===== config.mk =====
export PLATFORM = sky130hd
export DESIGN_NAME = fifo_word_packer
export DESIGN_NICKNAME = d
export VERILOG_FILES = /design/src/rtl/fifo_word_packer.sv
export SDC_FILE = /design/constraint.sdc
export NUM_CORES = 1
export LEC_CHECK = 0
export CAP_MARGIN = 20
export CORE_MARGIN = 5
export CORE_UTILIZATION = 50
export CTS_CLUSTER_SIZE = 40
export DETAILED_ROUTE_END_ITERATION = 8
export DONT_BUFFER_PORTS = 1
export SLEW_MARGIN = 20
export SYNTH_ARGS = -nofsm -noshare
export SYNTH_HDL_FRONTEND = slang
export SYNTH_SLANG_ARGS = --single-unit

===== constraint.sdc =====
create_clock -name clk -period 5 [get_ports clk]
set_clock_uncertainty 0.2 [all_clocks]
set_input_delay 0.75 -clock clk [delete_from_list [all_inputs] [get_ports clk]]
set_output_delay 0.75 -clock clk [all_outputs]
set_load 0.02 [all_outputs]

===== src/rtl/fifo_word_packer.sv =====
// rtl/fifo_word_packer.sv - packs RATIO narrow FIFO words little-endian into wide words behind a 2-entry buffer
// Optional partial-word flush input is enabled by defining PACKER_FLUSH_EN.
module fifo_word_packer #(
    parameter int IN_WIDTH  = 8,
    parameter int RATIO     = 4,
    parameter int OUT_WIDTH = IN_WIDTH * RATIO
) (
    input  logic                        clk,
    input  logic                        rst_n,
    input  logic                        in_ready,
    input  logic [IN_WIDTH-1:0]         in_data,
    output logic                        in_pop,
    output logic                        out_ready,
    output logic [OUT_WIDTH-1:0]        out_data,
    input  logic                        out_pop,
`ifdef PACKER_FLUSH_EN
    input  logic                        flush,
`endif
    output logic [$clog2(RATIO+1)-1:0]  out_count
);

    localparam int CW  = $clog2(RATIO);
    localparam int OCW = $clog2(RATIO + 1);
    localparam logic [CW-1:0]  LAST_SLOT = CW'(RATIO - 1);
    localparam logic [OCW-1:0] FULL_CNT  = OCW'(RATIO);

    logic [CW-1:0]        cnt_q, cnt_d;
    logic [OUT_WIDTH-1:0] acc_q, acc_d;
    logic [OUT_WIDTH-1:0] ent_data_q [2];
    logic [OUT_WIDTH-1:0] ent_data_d [2];
    logic [OCW-1:0]       ent_cnt_q [2];
    logic [OCW-1:0]       ent_cnt_d [2];
    logic [1:0]           entries_q, entries_d;

    logic                 at_last;
    logic                 buf_full;
    logic                 accept;
    logic                 rd_en;
    logic                 wr_en;
    logic [OUT_WIDTH-1:0] wr_data;
    logic [OCW-1:0]       wr_count;

    assign at_last   = (cnt_q == LAST_SLOT);
    assign buf_full  = (entries_q == 2'd2);
    assign accept    = !at_last || !buf_full;
    // Gated by rst_n so the FIFO never sees a pop while the packer is held in reset.
    assign in_pop    = in_ready && accept && rst_n;
    assign out_ready = (entries_q != 2'd0);
    assign out_data  = ent_data_q[0];
    assign out_count = ent_cnt_q[0];
    assign rd_en     = out_pop && out_ready;

    // Slots below cnt come from the accumulator, slot cnt from the word popped this
    // cycle, and everything above is zero (only reachable on a flush).
    always_comb begin
        wr_data = '0;
        acc_d   = acc_q;
        for (int s = 0; s < RATIO; s++) begin
            if (CW'(s) < cnt_q) begin
                wr_data[s*IN_WIDTH +: IN_WIDTH] = acc_q[s*IN_WIDTH +: IN_WIDTH];
            end else if ((CW'(s) == cnt_q) && in_pop) begin
                wr_data[s*IN_WIDTH +: IN_WIDTH] = in_data;
                acc_d[s*IN_WIDTH +: IN_WIDTH]   = in_data;
            end
        end
    end

`ifdef PACKER_FLUSH_EN
    logic flush_pend_q, flush_pend_d;
    logic flush_req;
    logic flush_go;

    assign flush_req = flush || flush_pend_q;
    assign flush_go  = flush_req && !buf_full && (cnt_q != '0);

    always_comb begin
        flush_pend_d = flush_req && buf_full && ((cnt_q != '0) || in_pop);
        wr_en        = (in_pop && at_last) || flush_go;
        if (in_pop && at_last) begin
            wr_count = FULL_CNT;
        end else if (in_pop) begin
            wr_count = OCW'(cnt_q) + OCW'(1);
        end else begin
            wr_count = OCW'(cnt_q);
        end
    end

    always_ff @(posedge clk or negedge rst_n) begin
        if (!rst_n) begin
            flush_pend_q <= 1'b0;
        end else begin
            flush_pend_q <= flush_pend_d;
        end
    end
`else
    always_comb begin
        wr_en    = in_pop && at_last;
        wr_count = FULL_CNT;
    end
`endif

    always_comb begin
        cnt_d = cnt_q;
        if (wr_en) begin
            cnt_d = '0;
        end else if (in_pop) begin
            cnt_d = cnt_q + CW'(1);
        end
    end

    // Entry 0 is always the head; entries shift down on a pop.
    always_comb begin
        ent_data_d[0] = ent_data_q[0];
        ent_data_d[1] = ent_data_q[1];
        ent_cnt_d[0]  = ent_cnt_q[0];
        ent_cnt_d[1]  = ent_cnt_q[1];
        entries_d     = entries_q;
        case ({wr_en, rd_en})
            2'b10: begin
                ent_data_d[entries_q[0]] = wr_data;
                ent_cnt_d[entries_q[0]]  = wr_count;
                entries_d                = entries_q + 2'd1;
            end
            2'b01: begin
                ent_data_d[0] = ent_data_q[1];
                ent_cnt_d[0]  = ent_cnt_q[1];
                entries_d     = entries_q - 2'd1;
            end
            2'b11: begin
                if (buf_full) begin
                    ent_data_d[0] = ent_data_q[1];
                    ent_cnt_d[0]  = ent_cnt_q[1];
                    ent_data_d[1] = wr_data;
                    ent_cnt_d[1]  = wr_count;
                end else begin
                    ent_data_d[0] = wr_data;
                    ent_cnt_d[0]  = wr_count;
                end
            end
            default: begin
            end
        endcase
    end

    always_ff @(posedge clk or negedge rst_n) begin
        if (!rst_n) begin
            cnt_q         <= '0;
            acc_q         <= '0;
            entries_q     <= '0;
            ent_data_q[0] <= '0;
            ent_data_q[1] <= '0;
            ent_cnt_q[0]  <= '0;
            ent_cnt_q[1]  <= '0;
        end else begin
            cnt_q         <= cnt_d;
            acc_q         <= acc_d;
            entries_q     <= entries_d;
            ent_data_q[0] <= ent_data_d[0];
            ent_data_q[1] <= ent_data_d[1];
            ent_cnt_q[0]  <= ent_cnt_d[0];
            ent_cnt_q[1]  <= ent_cnt_d[1];
        end
    end

endmodule

==> out/metrics.cfg <==
[power_and_ir_drop]
cellPowerDensity_mw_per_mm2=551.9
irDropWorstVdd_uv=235.7
leakage_nw=2.243

[timing]
min_period_over_period=0.7827
report.final.hold_viol_count=0
final_period_minus_worst_setup_slack_ns=3.913
maxSlewHeadroom=0.4230
hold_ws_ns=0.1115
report.final.slew_viol_count=0
unrepaired_setup_endpoints_after_global_routing=false
max_freq_mhz=255.5
setup_violations=0
setup_tns_ns=0
tightestPinTransition_ns=0.8639

[logic_synthesis]
syn-cell-area_mm2=0.004773
ys_ff_latch=98
synth_cell_type_count=46
synth_area_per_cell_um2=11.73
synth-edff-count=0
synth_flop_cell=sky130_fd_sc_hd__dfrtp_1
synth.yosys.warnings=0
ys_async_sr_fraction=1.000
postSynthCellCount=407
synth_nets=427
ys_seq_area_frac=0.5138

[layout]
layout_common_cells=sky130_fd_sc_hd__dfrtp_1 (98), sky130_fd_sc_hd__nor2_1 (34), sky130_fd_sc_hd__a22o_1 (34)
final-instance-count-excl-fill=492
mostFrequentLayoutCell=sky130_fd_sc_hd__dfrtp_1
drive_gt1_frac=0.1212
n_antenna_cell=0
nets=378
flow.area_growth_from_synthesis_pct=-0.7076

[drt]
starting_drt_drc_count=128
ant_nets=0
post_drt_via_cell_ratio=6.014
dr.pass1.iters=4
detail_route.drc_violations=0
route.final.wire_length_um=10040
routedWlPerCell_um=20.40
routed-via-count=2959

[placement]
dpl.cell_count=475
portBuffers=0
finalWeightedCongestion=0.7477
hpwl_after_detailed_placement_um=6417

[setup_path]
end_kind=flip-flop
critPathLaunchType=flip-flop
register_to_register_path_depth=10
ff2ff_setup_slack_ns=1.09
worstReg2RegStart=cnt_q[1]
cp.arrival_ns=4.01
timing_worst_setup_path_type=reg2reg
rr_endpoint=out_data[21]
required_ns=5.10
crit_fanout=15

[clock_tree]
maximum_clock_path_buffer_count=2
cts.sink_count=98
clock-root-buffer=sky130_fd_sc_hd__clkbuf_8
cts.repair_timing.setup_buffer_count=0
cts-resized-gates=0
tritoncts_clock_tree=done
clkLatencyLatePin_ns=0.36
htree_num_levels=3
clkTransAtPathRegs_ns=0.10
number_of_buffers_inserted_during_clock_tree_synthesis=9
number_of_buffers_added_to_fix_hold_violations_after_cts=1

[floorplan]
fp-row-count=35
design.die.area_mm2=0.01160
io_pins=49
die_y_um=107.7
starting_density_of_the_core=0.5142
total_core_area_mm2=0.009284
floorplan.die.width_um=107.7

[outcome]
status=complete, no violations

[global_routing]
grt_pass1_vias=3042
number_of_antenna_violations_at_the_first_check_in_global_routing=0
grt_overflow_total=0
gr-usage-all-layers=0.1879
maximum_number_of_pins_on_one_net_before_global_route_repair=99
grt_first_pass_wirelength_um=16620

[run]
max_cap_violations=0

[min_path]
min_path_type=in2async

[per-layer routing]
layer  up-vias  part of all wire  global-route usage
li1       1350                 -                   -
met1      1496              0.43              0.2325
met2        91              0.47              0.3006
met3        22             0.075             0.07019
met4         0             0.025             0.06763
met5         -                 0                   0
[cells in the mapped netlist (3+ instances only)]
| cell type | instances | share of area |
|---|---|---|
| sky130_fd_sc_hd__a211oi_2 | 3 | 0.0079 |
| sky130_fd_sc_hd__a21oi_1 | 5 | 0.0052 |
| sky130_fd_sc_hd__a221o_1 | 23 | 0.048 |
| sky130_fd_sc_hd__a221oi_1 | 15 | 0.028 |
| sky130_fd_sc_hd__a22o_1 | 34 | 0.062 |
| sky130_fd_sc_hd__and3_1 | 16 | 0.021 |
| sky130_fd_sc_hd__buf_2 | 8 | 0.0084 |
| sky130_fd_sc_hd__buf_4 | 42 | 0.066 |
| sky130_fd_sc_hd__buf_6 | 4 | 0.0094 |
| sky130_fd_sc_hd__clkbuf_1 | 11 | 0.0087 |
| sky130_fd_sc_hd__dfrtp_1 | 98 | 0.51 |
| sky130_fd_sc_hd__ha_1 | 8 | 0.021 |
| sky130_fd_sc_hd__inv_1 | 5 | 0.0039 |
| sky130_fd_sc_hd__mux2_1 | 25 | 0.059 |
| sky130_fd_sc_hd__mux2_2 | 7 | 0.017 |
| sky130_fd_sc_hd__nand2_1 | 28 | 0.022 |
| sky130_fd_sc_hd__nor2_1 | 34 | 0.027 |
| sky130_fd_sc_hd__o21ai_0 | 3 | 0.0031 |
[cells by family (layout without fill, tap and decap cells)]
family          after synthesis  in the layout  synth area share
compound gates               95             95            0.1777
xor+xnor                      3              3          0.005506
fa+ha+maj                     8              8           0.02097
buf+inv                      72             28           0.09803
flops                        98             98            0.5138
mux                          32             32           0.07549
simple gates                 99             99            0.1085
[registers in the layout, summed over array words and instances, names as in the netlist]
signal and count:
ent_data_q 32, out_data 32, acc_q 24, ent_cnt_q 3, out_count 3, cnt_q 2, entries_q 2
[report_power, final]
| group | switching [mW] | internal (mW) |
|---|---|---|
| Clock | 0.285 | 0.189 |
| Combinational | 0.386 | 0.345 |
| Sequential | 0.335 | 1.08 |
[worst max path at each step]
stage              from      endpoint  slack, ns  depth (start not counted)
2_1_floorplan     rst_n  out_data[12]       2.36                          8
3_5_place_dp   cnt_q[1]  out_data[21]       0.88                         10
3_3_place_gp   cnt_q[1]  out_data[21]       1.05                         10
6_report       cnt_q[1]  out_data[21]       1.09                         10
4_1_cts        cnt_q[1]  out_data[21]       0.84                         10
5_1_grt        cnt_q[1]   out_data[2]       0.81                          8
[per-stage QoR]
| step | util | setup slack, ns | power (mW) | instance area, um^2 |
|---|---|---|---|---|
| after floorplan | - | 2.359 | 2.127 | 4773 |
| after global placement | 0.4872 | 1.046 | 2.124 | 4523 |
| after detailed placement | 0.4872 | 0.8815 | 2.152 | 4523 |
| after CTS | 0.5101 | 0.8368 | 2.647 | 4736 |
| after global routing | 0.5105 | 0.8055 | 2.817 | 4740 |
| final | 0.5105 | 1.087 | 2.616 | 4740 |
[worst max-delay path, stage by stage, from the launching register on]
cell                       delay [ns]
sky130_fd_sc_hd__dfrtp_1         0.63
sky130_fd_sc_hd__ha_1            0.71
sky130_fd_sc_hd__nand3_1         0.21
sky130_fd_sc_hd__or2_1           0.35
sky130_fd_sc_hd__inv_1           0.11
sky130_fd_sc_hd__ha_1            0.37
sky130_fd_sc_hd__nand2b_1        0.17
sky130_fd_sc_hd__a21oi_2         0.53
sky130_fd_sc_hd__buf_4           0.30
sky130_fd_sc_hd__and3_1          0.17
sky130_fd_sc_hd__a221o_1         0.10
[area by class of cell]
cell class	count	area [um^2]
clock inverters	7	61.31
fillers	833	4544
flip-flops and latches	98	2452
clock buffers	9	123.9
inverters	7	26.28
multi-input cells	237	1857
repair buffers	5	57.56
well taps	129	161.4
(Power assumes the default switching activity.)
